--- src/rtl/shot_sequencer.sv ---
// shot_sequencer: round/shot controller for the cannon game (fire, wait for result, score, ammo).
// Optional feature macro STREAK_BONUS_EN: consecutive-hit bonus scoring via a 2-bit streak counter.
module shot_sequencer #(
  parameter int SHOTS   = 8,
  parameter int TIMEOUT = 64,
  parameter int SCORE_W = 8
) (
  input  logic               clk,
  input  logic               rst_n,
  input  logic               ena,
  input  logic               start_new_game,
  input  logic               shoot_req,
  input  logic               result_valid,
  input  logic               hit,
  output logic               shoot_out,
  output logic               new_target,
  output logic               busy,
  output logic [SCORE_W-1:0] score,
  output logic [3:0]         shots_left,
  output logic               game_over,
  output logic               timeout_err,
  output logic [2:0]         dbg_state
);

  typedef enum logic [2:0] {
    S_IDLE    = 3'd0,
    S_LOAD    = 3'd1,
    S_READY   = 3'd2,
    S_FIRE    = 3'd3,
    S_WAIT    = 3'd4,
    S_RESOLVE = 3'd5,
    S_OVER    = 3'd6
  } state_t;

  state_t             state_q;
  state_t             state_d;
  logic               shoot_req_q;
  logic               hit_q;
  logic               rise;
  logic               wait_done;
  logic [7:0]         cnt_q;
  logic [1:0]         incr;
  logic [SCORE_W:0]   score_sum;
  logic [SCORE_W-1:0] score_inc;

  assign rise      = shoot_req & ~shoot_req_q;
  assign wait_done = (cnt_q == 8'(TIMEOUT - 1));

`ifdef STREAK_BONUS_EN
  logic [1:0] streak_q;

  // Third and later consecutive hits are worth double.
  assign incr = (streak_q >= 2'd2) ? 2'd2 : 2'd1;

  always_ff @(posedge clk) begin
    if (!rst_n) begin
      streak_q <= 2'd0;
    end else if (ena) begin
      if (state_q == S_LOAD) begin
        streak_q <= 2'd0;
      end else if (state_q == S_RESOLVE) begin
        if (!hit_q)                streak_q <= 2'd0;
        else if (streak_q != 2'd3) streak_q <= streak_q + 2'd1;
      end
    end
  end
`else
  assign incr = 2'd1;
`endif

  assign score_sum = {1'b0, score} + {{(SCORE_W-1){1'b0}}, incr};
  assign score_inc = score_sum[SCORE_W] ? {SCORE_W{1'b1}} : score_sum[SCORE_W-1:0];

  always_comb begin
    state_d    = state_q;
    shoot_out  = 1'b0;
    new_target = 1'b0;
    busy       = 1'b0;
    game_over  = 1'b0;
    dbg_state  = state_q;
    case (state_q)
      S_IDLE:  ;
      S_LOAD: begin
        new_target = ena;
        state_d    = S_READY;
      end
      S_READY: begin
        if (rise && (shots_left != 4'd0)) state_d = S_FIRE;
      end
      S_FIRE: begin
        shoot_out = ena;
        busy      = 1'b1;
        state_d   = S_WAIT;
      end
      S_WAIT: begin
        busy = 1'b1;
        if (result_valid || wait_done) state_d = S_RESOLVE;
      end
      S_RESOLVE: begin
        busy       = 1'b1;
        new_target = ena & hit_q;
        state_d    = (shots_left == 4'd0) ? S_OVER : S_READY;
      end
      S_OVER: begin
        game_over = 1'b1;
      end
      default: state_d = S_IDLE;
    endcase
    // Restart beats every other transition, including an outstanding shot.
    if (start_new_game) state_d = S_LOAD;
  end

  always_ff @(posedge clk) begin
    if (!rst_n) begin
      state_q     <= S_IDLE;
      score       <= '0;
      shots_left  <= 4'(SHOTS);
      timeout_err <= 1'b0;
      shoot_req_q <= 1'b0;
      cnt_q       <= 8'd0;
      hit_q       <= 1'b0;
    end else if (ena) begin
      state_q     <= state_d;
      shoot_req_q <= shoot_req;
      case (state_q)
        S_LOAD: begin
          score       <= '0;
          shots_left  <= 4'(SHOTS);
          timeout_err <= 1'b0;
        end
        S_FIRE: begin
          shots_left <= shots_left - 4'd1;
          cnt_q      <= 8'd0;
        end
        S_WAIT: begin
          cnt_q <= cnt_q + 8'd1;
          // A result arriving on the timeout cycle wins; the error flag is left alone.
          if (result_valid) begin
            hit_q <= hit;
          end else if (wait_done) begin
            timeout_err <= 1'b1;
            hit_q       <= 1'b0;
          end
        end
        S_RESOLVE: begin
          if (hit_q) score <= score_inc;
        end
        default: ;
      endcase
    end
  end

endmodule

--- config.mk ---
export PLATFORM = sky130hd
export DESIGN_NAME = shot_sequencer
export DESIGN_NICKNAME = d
export VERILOG_FILES = /design/src/rtl/shot_sequencer.sv
export SDC_FILE = /design/constraint.sdc
export NUM_CORES = 1
export LEC_CHECK = 0
export CAP_MARGIN = 20
export CORE_MARGIN = 5
export CORE_UTILIZATION = 32
export CTS_CLUSTER_SIZE = 8
export DETAILED_ROUTE_END_ITERATION = 12
export GPL_TIMING_DRIVEN = 0
export PLACE_DENSITY = 0.53
export SYNTH_ARGS = -nofsm -noshare
export SYNTH_HDL_FRONTEND = slang
export SYNTH_SLANG_ARGS = --single-unit
--- constraint.sdc ---
create_clock -name clk -period 1.75 [get_ports clk]
set_clock_uncertainty 0.15 [all_clocks]
set_input_delay 0.175 -clock clk [delete_from_list [all_inputs] [get_ports clk]]
set_output_delay 0.175 -clock clk [all_outputs]
set_load 0.1 [all_outputs]
==> results of run 1 <==
==> where the power goes <==
part	total (mW)	switching, mW	internal, mW
Combinational	0.174	0.107	0.0664
Sequential	0.600	0.00724	0.592
Clock	0.452	0.203	0.249
==> cell families (layout without fill, tap and decap cells) <==
group | count (synthesis) | after routing | synth area share
flip-flops | 26 | 26 | 0.3605
multiplexers | 1 | 1 | 0.006933
AO/OA/AOI/OAI | 43 | 43 | 0.2088
XOR/XNOR | 8 | 8 | 0.04853
adder cells (fa/ha/maj) | 5 | 5 | 0.04333
AND/OR/NAND/NOR | 77 | 77 | 0.2877
buffers and inverters | 14 | 58 | 0.04419
==> Yosys cell counts (all sizes together) (2+ instances only) <==
master and number:
nor3 3, o21ai 13, and2 3, o21bai 2
nand3 10, a41oi 4, nor2 15, clkbuf 2
buf 5, o31ai 2, and4 2, nor2b 6
xor2 7, a21oi 6, nand2 19, nor3b 3
nand4 3, ha 5, a21boi 7, and3 3
nand2b 2, dfxtp 26, inv 7
==> metal layers <==
metal	GRT usage	wire length, um	share of wire	vias up
met5	0	0	0	-
met3	0.01991	95	0.024	2
met4	0.04296	22	0.0056	0
met2	0.1987	1862	0.47	21
li1	-	-	-	713
met1	0.1918	1949	0.50	677
==> worst paths after layout <==
check,end
max,dbg_state[0]
min reg2reg,timeout_err
max reg2reg,dbg_state[0]
min,shoot_req_q
==> registers in the layout, summed over array words and instances (netlist names) <==
name / count
timeout_err: 1
hit_q: 1
score: 8
shots_left: 4
cnt_q: 8
shoot_req_q: 1
dbg_state: 3
==> worst max-delay path, delay by kind of cell (launching register included) <==
family,cells,cell delay [ps]
compound gates,4,760
fa+ha+maj,1,110
buf+inv,1,60
flops,1,370
simple gates,1,370
==> area by class of cell <==
class                           count  share of cell area
Sequential cell                    26              0.2551
Tap cell                           52             0.03008
Inverter                            7             0.02024
Multi-Input combinational cell    134              0.4471
Buffer                              7             0.02661
Clock buffer                        4             0.03065
Timing Repair Buffer               40              0.1903
==> timing repair <==
action	4_1_cts	5_1_grt
gates cloned	0	0
gates resized for setup	86	16
setup endpoints to repair	26	24
buffers inserted	15	4
pin swaps	7	8
==> results.toml, run 1 <==
[clock_network]
clockRootBuffer = "clkbuf_8"
path_clk_slew_ps = 100
htreeDepth = 1
insertion_delay_ps = 270
clock_path_buffers = 2
cts_sinks = 26
cts_tree = "yes"
numCtsBuffers = 3
hold_buffers = 0

[timing]
setup_viol = 13
fin_crit_sh = 1.097
worst_slack_ps = -170.0
max_clock_freq_ghz = 0.5208
final.setup.tns_ps = -1271
maxSlewHeadroom = 0.3652
hold_viol = 0
min_period_ps = 1920
maxSlewViolCount = 0
timing.hold.ws_ps = 118.7
rsz0062_at_grt = "yes"
worstMarginPinSlew_ps = 956.0

[place]
port_buffers = 24
post-place-ws_ps = -744.5
placedInstanceArea_sq_um = 1819
dpl.cell_count = 250
globalplace.congestion = 0.8340
place_hpwl_um = 2654

[finish]
final_common_cell = "nand2_1"
area_growth_pct = 49.83
finalInstanceArea_sq_um = 2163
final_nets = 231
fill_cells = 411
post-route-util = 0.4968
layout_common_cells = "nand2_1, nor2_1, clkdlybuf4s15_2"
drive_gt1_frac = 0.3716
antenna_cells = 0
regArea_sq_um = 551.8
fin_cells = 270
multi_input_area_sq_um = 967.2

[floorplanning]
initial_core_util = 0.3316
die_h_um = 77.17
ios = 27
core_sq_um = 4354
dieArea_sq_um = 5955
rows = 24
die_w_um = 77.17

[synth]
yosysSeqAreaShare = 0.3605
syn_area_per_cell_sq_um = 8.298
syn-num-nets = 186
syn-instance-count = 174
ys_async_sr_fraction = 0
synth_edf_count = 0
dominantRegCellSynth = "dfxtp_1"
mappedNetlistArea_sq_um = 1444
ys_ff_latch = 26
synth_top_area_frac = 0.3605
synth.largest_area_cell = "dfxtp_1"
yosysWarnings = 0
synth.area.top_cells = "dfxtp_1, nand2_1, o21ai_0, ha_1, xor2_1"
synth_cell_types = 45

[power]
vdd_drop_max_v = 0.0002888
powerDensity_nw_per_um2 = 566.4
p_total_mw = 1.225
leakagePower_nw = 0.7692

[drt]
wl_per_cell_um = 14.56
drc_errors = 0
routed_wl_um = 3930
viasPerCell = 5.233
drt_iter0_drc = 147
vias = 1413
drt_pass1_iterations = 4
drtAntennaViolNets = 0

[run]
maxCapViolCount = 0

[worst_setup_path]
required_ps = 1780
critPathArrivalTime_ps = 1950
crit_path_end_kind = "flip-flop"
rrSetupSlack_ps = -170
crit_path_top_delay_cell = "dfxtp_4"
critPathMaxStageDelay_ps = 370
startpoint = "shots_left[0]"
path_cells = "inv_4 -> ha_4 -> or3b_4 -> a221oi_2 -> a41oi_2 -> o21a_1 -> o221a_1"
crit_type = "flip-flop to flip-flop"
cp-start-kind = "flip-flop"
regToRegStartpoint = "shots_left[0]"
ff2ff_path_depth = 7
crit_fanout = 3

[global_route]
overflow = 0
track_usage = 0.1323
grt_pass1_vias = 1353
grt_max_degree = 16
antenna_found_initial = 0
grt_pass1_wl_um = 6617

[outcome]
status = "complete, but fails checks"
violations = "setup timing"

[worst_hold_path]
hold_depth = 3
min_from = "ena"
hold_class = "input pin to flip-flop"
Power figures use the tool's default switching activity.
==> run 2: changes to the inputs <==
--- a/config.mk
+++ b/config.mk
@@ -8,7 +8,7 @@
 export CAP_MARGIN = 20
 export CORE_MARGIN = 5
 export CORE_UTILIZATION = 32
-export CTS_CLUSTER_SIZE = 8
+export CTS_CLUSTER_SIZE = 20
 export DETAILED_ROUTE_END_ITERATION = 12
 export GPL_TIMING_DRIVEN = 0
 export PLACE_DENSITY = 0.53
==> results of run 2 <==
Same layout as run 1: the final DEF is identical, and so are final timing and power.
